### src/rtl/uibi_arbiter_pkg.sv
// Shared types and constants for the UIBI two-master arbiter: FSM states,
// owner encoding and the bus access mode codes.
package uibi_arbiter_pkg;

   typedef enum logic [1:0] {
      ARB_IDLE = 2'd0,
      ARB_BUSY = 2'd1,
      ARB_RESP = 2'd2
   } arb_state_t;

   localparam logic ARB_OWN_I = 1'b0;
   localparam logic ARB_OWN_D = 1'b1;

   localparam logic [2:0] BUS_NULL = 3'd0;
   localparam logic [2:0] BUS_QUAR = 3'd1;
   localparam logic [2:0] BUS_HALF = 3'd2;
   localparam logic [2:0] BUS_FULL = 3'd3;

   // Unknown or NULL modes are treated as misaligned so they never reach the bus.
   function automatic logic is_misaligned(input logic [1:0] addr_lsb,
                                          input logic [2:0] mode);
      logic bad;
      case (mode)
         BUS_QUAR: bad = 1'b0;
         BUS_HALF: bad = addr_lsb[0];
         BUS_FULL: bad = (addr_lsb != 2'b00);
         default:  bad = 1'b1;
      endcase
      return bad;
   endfunction

endpackage

### src/rtl/uibi_align_check.sv
// Combinational alignment screen for one requester: flags accesses whose
// address low bits do not suit the requested mode.
module uibi_align_check
   import uibi_arbiter_pkg::*;
(
   input  logic [1:0] addr_lsb,
   input  logic [2:0] mode,
   output logic       misaligned
);

   assign misaligned = is_misaligned(addr_lsb, mode);

endmodule

### src/rtl/uibi_arbiter.sv
// Arbiter sharing one UIBI bus port between instruction fetch and the LSU.
// Define UIBI_ARB_RR_EN for round-robin tie breaking; otherwise D-side has fixed priority.
module uibi_arbiter
   import uibi_arbiter_pkg::*;
#(
   parameter int XLEN    = 32,
   parameter int TIMEOUT = 255
) (
   input  logic            clk,
   input  logic            rst,
   input  logic            i_req,
   input  logic [XLEN-1:0] i_addr,
   input  logic [2:0]      i_mode,
   output logic            i_ack,
   output logic            i_rvalid,
   output logic [XLEN-1:0] i_rdata,
   output logic            i_err,
   input  logic            d_req,
   input  logic [XLEN-1:0] d_addr,
   input  logic            d_wr,
   input  logic [XLEN-1:0] d_wdata,
   input  logic [2:0]      d_mode,
   output logic            d_ack,
   output logic            d_rvalid,
   output logic [XLEN-1:0] d_rdata,
   output logic            d_err,
   output logic            bus_req,
   output logic [XLEN-1:0] bus_addr,
   output logic [XLEN-1:0] bus_wdata,
   output logic            bus_wr,
   output logic [2:0]      bus_mode,
   input  logic            bus_done,
   input  logic [XLEN-1:0] bus_rdata
);

   localparam int CW = $clog2(TIMEOUT + 1);
   localparam logic [CW-1:0] CNT_MAX = CW'(TIMEOUT);

   arb_state_t    state;
   logic          owner;
   logic [CW-1:0] cnt;
   logic          i_mis;
   logic          d_mis;
   logic          grant_d;
   logic          idle_go;
   logic          sel_mis;

   uibi_align_check u_align_i (
      .addr_lsb   (i_addr[1:0]),
      .mode       (i_mode),
      .misaligned (i_mis)
   );

   uibi_align_check u_align_d (
      .addr_lsb   (d_addr[1:0]),
      .mode       (d_mode),
      .misaligned (d_mis)
   );

`ifdef UIBI_ARB_RR_EN
   logic last_served;

   // On a tie the side that was not served last wins.
   always_comb begin
      grant_d = d_req;
      if (i_req && d_req) begin
         grant_d = (last_served == ARB_OWN_I);
      end
   end
`else
   always_comb begin
      grant_d = d_req;
   end
`endif

   // Acknowledge is combinational so the requester sees it in the latching cycle.
   assign idle_go = (state == ARB_IDLE) && (i_req || d_req) && !rst;
   assign d_ack   = idle_go && grant_d;
   assign i_ack   = idle_go && !grant_d;
   assign sel_mis = grant_d ? d_mis : i_mis;

   always_ff @(posedge clk) begin
      if (rst) begin
         state     <= ARB_IDLE;
         owner     <= ARB_OWN_I;
         cnt       <= '0;
         bus_req   <= 1'b0;
         bus_addr  <= '0;
         bus_wdata <= '0;
         bus_wr    <= 1'b0;
         bus_mode  <= BUS_NULL;
         i_rvalid  <= 1'b0;
         i_rdata   <= '0;
         i_err     <= 1'b0;
         d_rvalid  <= 1'b0;
         d_rdata   <= '0;
         d_err     <= 1'b0;
`ifdef UIBI_ARB_RR_EN
         last_served <= ARB_OWN_I;
`endif
      end else begin
         i_rvalid <= 1'b0;
         i_rdata  <= '0;
         i_err    <= 1'b0;
         d_rvalid <= 1'b0;
         d_rdata  <= '0;
         d_err    <= 1'b0;
         case (state)
            ARB_IDLE: begin
               if (i_req || d_req) begin
                  owner <= grant_d ? ARB_OWN_D : ARB_OWN_I;
`ifdef UIBI_ARB_RR_EN
                  last_served <= grant_d ? ARB_OWN_D : ARB_OWN_I;
`endif
                  if (sel_mis) begin
                     state <= ARB_RESP;
                     if (grant_d) begin
                        d_rvalid <= 1'b1;
                        d_err    <= 1'b1;
                     end else begin
                        i_rvalid <= 1'b1;
                        i_err    <= 1'b1;
                     end
                  end else begin
                     state     <= ARB_BUSY;
                     cnt       <= '0;
                     bus_req   <= 1'b1;
                     bus_addr  <= grant_d ? d_addr : i_addr;
                     bus_wdata <= grant_d ? d_wdata : '0;
                     bus_wr    <= grant_d && d_wr;
                     bus_mode  <= grant_d ? d_mode : i_mode;
                  end
               end
            end
            ARB_BUSY: begin
               // Completion is checked first so a done on the final count still succeeds.
               if (bus_done) begin
                  state   <= ARB_RESP;
                  bus_req <= 1'b0;
                  if (owner == ARB_OWN_D) begin
                     d_rvalid <= 1'b1;
                     d_rdata  <= bus_rdata;
                  end else begin
                     i_rvalid <= 1'b1;
                     i_rdata  <= bus_rdata;
                  end
               end else if (cnt == CNT_MAX) begin
                  state   <= ARB_RESP;
                  bus_req <= 1'b0;
                  if (owner == ARB_OWN_D) begin
                     d_rvalid <= 1'b1;
                     d_err    <= 1'b1;
                  end else begin
                     i_rvalid <= 1'b1;
                     i_err    <= 1'b1;
                  end
               end else begin
                  cnt <= cnt + 1'b1;
               end
            end
            ARB_RESP: begin
               state <= ARB_IDLE;
            end
            default: begin
               state <= ARB_IDLE;
            end
         endcase
      end
   end

endmodule

### config.mk
export PLATFORM = sky130hd
export DESIGN_NAME = uibi_arbiter
export DESIGN_NICKNAME = d
export VERILOG_FILES = /design/src/rtl/uibi_arbiter_pkg.sv /design/src/rtl/uibi_align_check.sv /design/src/rtl/uibi_arbiter.sv
export SDC_FILE = /design/constraint.sdc
export NUM_CORES = 1
export LEC_CHECK = 0
export ABC_AREA = 1
export CAP_MARGIN = 20
export CORE_ASPECT_RATIO = 1.4
export CORE_MARGIN = 2
export CORE_UTILIZATION = 40
export DETAILED_ROUTE_END_ITERATION = 7
export MAX_ROUTING_LAYER = met4
export PLACE_DENSITY = 0.86
export RECOVER_POWER = 50
export SLEW_MARGIN = 20
export SYNTH_ARGS = -nofsm -noshare
export SYNTH_HDL_FRONTEND = slang
export SYNTH_SLANG_ARGS = --single-unit
### constraint.sdc
create_clock -name clk -period 1.9 [get_ports clk]
set_input_delay 0.38 -clock clk [delete_from_list [all_inputs] [get_ports clk]]
set_output_delay 0.38 -clock clk [all_outputs]
set_load 0.02 [all_outputs]
* Yosys cells after proc, flatten, opt, wreduce, memory -nomap -nowiden *
Cells that the tools add are included.

cells by class
  add/sub/neg operators = 1
  equal/unequal tests = 13
  bitwise logic cells = 4
  multiplexer cells = 39
  reductions and logical operators = 19

operator list
  operator                                                          number
  32-bit 2-to-1 mux                                                 2
  8-bit 2-to-1 mux                                                  4
  1-bit 2-to-1 mux                                                  19
  8-bit one-hot mux with 2 select lines                             1
  3-bit by 2-bit == test with 1-bit output (second input constant)  4
  1-bit one-hot mux with 2 select lines                             5
  8-bit by 1-bit adder with 8-bit output (second input constant)    1
  8-bit == test (second input constant)                             1
  2-bit 2-to-1 mux                                                  4
  4-bit OR reduction                                                2
  3-bit by 1-bit == test with 1-bit output (second input constant)  2
  2-bit != test (second input constant)                             3
  1-bit one-hot mux with 3 select lines                             2
  2-bit nonzero test                                                3
  1-bit logical AND                                                 5
  5-bit AND reduction                                               1
  1-bit inverter                                                    4
  2-bit one-hot mux with 2 select lines                             1
  2-bit AND reduction                                               2
  4-bit AND reduction                                               1
  3-bit 2-to-1 mux                                                  1
  3-bit != test (second input constant)                             1
  3-bit AND reduction                                               1
  2-bit by 1-bit == test with 1-bit output (second input constant)  1
  4 further kinds                                                   5

word-level totals
  bits of input ports = 140
  register bits = 148

* Depth between registers and ports, before layout *
  depth in word-level cells = 6
  mapped depth = 12
  mapped depth without buffers = 10

* Modules after synthesis *
Synthesis repeated with hierarchy kept, for this count alone.

unflattened totals
  cell total of the unflattened synthesis = 647
  area total of the unflattened synthesis = 5228.8 um^2

modules (own cells, without submodules)
  module            cells an instance  sequential area each (um^2)  area an instance (um^2)  times used
  uibi_arbiter      633                2962.8                       5176.2                   1
  uibi_align_check  7                  0.0                          26.3                     2

* Least setup slack after synthesis *
OpenSTA, ideal clock, no wires.

  kind = input -> output
  start = input port rst
  end = output port i_ack
  data required time = 1.520 ns
  stages = 5
  arrival = 1.263 ns
  setup slack = 0.257 ns
  path through = inv_1 -> clkbuf_1 -> clkbuf_1 -> nand3_1 -> inv_1

on the way
  word-level cells in the longest chain between the ends = 3

ends and longest elaborated chain
  what               line                RTL
  from (decl)        uibi_arbiter.sv:10  input logic rst,
  1-bit logical NOT  uibi_arbiter.sv:77  assign idle_go = (state == ARB_IDLE) && (i_req || d_req) && !rst;
  1-bit logical AND  uibi_arbiter.sv:77
  1-bit logical AND  uibi_arbiter.sv:79  assign i_ack = idle_go && !grant_d;
  to (decl)          uibi_arbiter.sv:14  output logic i_ack,

Every way passes these cells.

* Final worst setup path *
  start = register bus_addr[2]
  end = output port bus_addr[2]

RTL lines
  what                    line                 RTL
  from (decl)             uibi_arbiter.sv:28   output logic [XLEN-1:0] bus_addr,
  from (signal assigned)  uibi_arbiter.sv:128  bus_addr <= grant_d ? d_addr : i_addr;

No word-level cell between the ends.

==> results_dict.tcl <==
set metrics [dict create \
    outcome "finished clean" \
    crit_family "buffers and inverters" \
    relSlewSlack_pct 70.5 \
    synth_seq_area_share_pct 53.1 \
    design.die.area_um2 14900 \
    grt_overflow 0 \
    ys_types 24 \
    max_stage_delay_ns 0.67 \
    setup_ws_ns 0.101 \
    area_growth_pct 65.2 \
    timing.critical_path.cells "clkdlybuf4s50_1" \
    synth-warning-count 0 \
    final_nets 1217 \
    power.static_leakage_uw 0.00408 \
    syn_area_um2 5580 \
    die_x_um 104 \
    cts_htree_levels 4 \
    pin_count 279 \
    tightestPinTransition_ns 0.445 \
    required_ns 1.52 \
    start_util_pct 40.5 \
    critPathSlowestCell "clkdlybuf4s50_1" \
    final_antenna_net_count 0 \
    routedWlPerCell_um 13.1 \
    fin_crit_sh_pct 94.7 \
    numCtsBuffers 17 \
    io_buffer_count 278 \
    yosysTopAreaCellShare_pct 53.1 \
    hold_path_class "in2reg" \
    cp.arrival_ns 1.42 \
    fin_crit_ns 1.80 \
    synth_area_leaders "dfxtp_1 53%, nand2_1 16%, nor2_1 15%, inv_1 3.2%, o21ai_0 3.0%" \
    antenna_found_initial 1 \
    clkLatencyLatePin_ns 0.41 \
    drt-initial-drc-count 214 \
    grt_pass1_wl_um 26000 \
    place_congestion 0.903 \
    avgSynthCellArea_um2 7.08 \
    postCtsSetupBuffers 0 \
    total_power_uw 8050 \
    post-place-ws_ns -0.394 \
    power_density_nw_per_um2 873 \
    setup_viol 0 \
    crit_path_end_kind "primary output" \
    cts_tree "built" \
    drc 0 \
    num_rows 51 \
    start_kind "register" \
    drt-total-wl_um 16600 \
    cp_max_fo 2 \
    crit_type "reg2out" \
    synth_fp_nets 929 \
    synth_area_leader_cell "dfxtp_1" \
    crit_buf_inv 1 \
    dr_total_vias 5753 \
    dp_hpwl_um 12700 \
    finalHoldViolCount 0 \
    fill_cells 1178 \
    syn_inst 788 \
    cts-root-buf "clkbuf_16" \
    firstDrtPassIters 4 \
    ys_seq_elements 148 \
    fmax_mhz 556 \
    maxCapViolCount 0 \
    viasPerCell 4.51 \
    fin_skew_ns 0.00873 \
    cts_hold_buf 0 \
    track_usage_pct 22.6 \
    ir_worst_vdd_mv 0.520 \
    grt_max_degree 39 \
    numClockSinks 148 \
    clk_pin_slew_ns 0.06 \
    cts_buffer_depth 2 \
    drive_above_1_share_pct 7.25 \
    die_h_um 144 \
    grt_pass1_vias 5494 \
    rsz0062_at_grt "no" \
    coreArea_um2 13800 \
    drv_slew 0 \
]
[area by class of cell]
cell class / count / area, µm² / area share (%)
Timing Repair Buffer: 310 / 3050 / 33.0
Sequential cell: 148 / 2960 / 32.1
Multi-Input combinational cell: 548 / 2210 / 24.0
Clock buffer: 18 / 429 / 4.66
Tap cell: 185 / 231 / 2.51
Inverter: 51 / 195 / 2.12
Clock inverter: 14 / 141 / 1.53
Antenna cell: 1 / 2.50 / 0.0271
[final timing paths]
kind,start,to,slack (ns),cells after the start
setup / recovery,bus_addr[2],bus_addr[2],0.10,1
hold / removal,d_req,d_rvalid,0.42,3
setup reg to reg,cnt[0],cnt[0],0.13,9
hold reg to reg,bus_mode[2],bus_mode[2],0.47,2
[synth_stat cells, drive strengths merged]
cell      n
dfxtp   148
inv      51
nor3b     1
nor3      1
nor2    224
o21bai    2
nand3    23
o21ai    35
ha        1
nand2   245
a21oi    12
a31o      1
clkbuf   21
buf      20
nand4     2
or2       1
[routing by layer]
| metal | share of wire, % | global-route usage (%) | vias up |
|---|---|---|---|
| met5 | 0 | - | - |
| met4 | 2.7 | 9.25 | 0 |
| met3 | 6.3 | 5.62 | 28 |
| met2 | 51 | 40.6 | 242 |
| met1 | 40 | 23.7 | 2523 |
| li1 | - | - | 2960 |
[cells by family after synthesis]
family | synth area share, %
simple gates | 34.4
flops | 53.1
buf+inv | 7.46
compound gates | 4.84
fa+ha+maj | 0.224
[per-stage QoR]
| step | hold slack, ns | area (µm²) | setup TNS [ns] | utilization (%) | instances |
|---|---|---|---|---|---|
| 4_1_cts | 0.387 | 9270 | 0 | 67.2 | 1274 |
| 3_5_place_dp | 0.425 | 8700 | -5.63 | 63.1 | 1242 |
| 6_report | 0.415 | 9220 | 0 | 66.9 | 1275 |
| 2_1_floorplan | 0.479 | 5580 | 0 | - | 788 |
| 3_3_place_gp | 0.424 | 8700 | -3.10 | 63.1 | 1242 |
| 5_1_grt | 0.415 | 9220 | 0 | 66.9 | 1275 |
[placed cells by master, fill, tap and decap left out, types with 3 or more instances in the layout]
cell	count
buf_4	25
inv_6	5
buf_2	3
o21ai_0	34
nand3_1	23
clkinv_2	3
buf_12	4
inv_1	46
clkbuf_16	17
clkdlybuf4s50_1	261
nand2_1	244
a21oi_1	12
inv_2	3
dfxtp_1	148
nor2_1	221
dlygate4sd3_1	13
inv_8	3
[state kept, by name, summed over array words and instances, names as in the netlist, 2 cells and up]
signal	cells
cnt	8
bus_wdata	32
i_rdata	32
bus_mode	3
bus_addr	32
state	2
d_rdata	32
[report_power, final]
part	internal (µW)	switching, µW
combinational	737	722
sequential	3260	85.7
clock	1850	1400
[repair_timing]
action | in CTS | in global routing
hold endpoints to repair | 0 | 0
gates resized for setup | 9 | 3
endpoints found under the setup margin | 2 | 2
pin swaps | 0 | 0
Power figures use the tool's default switching activity.
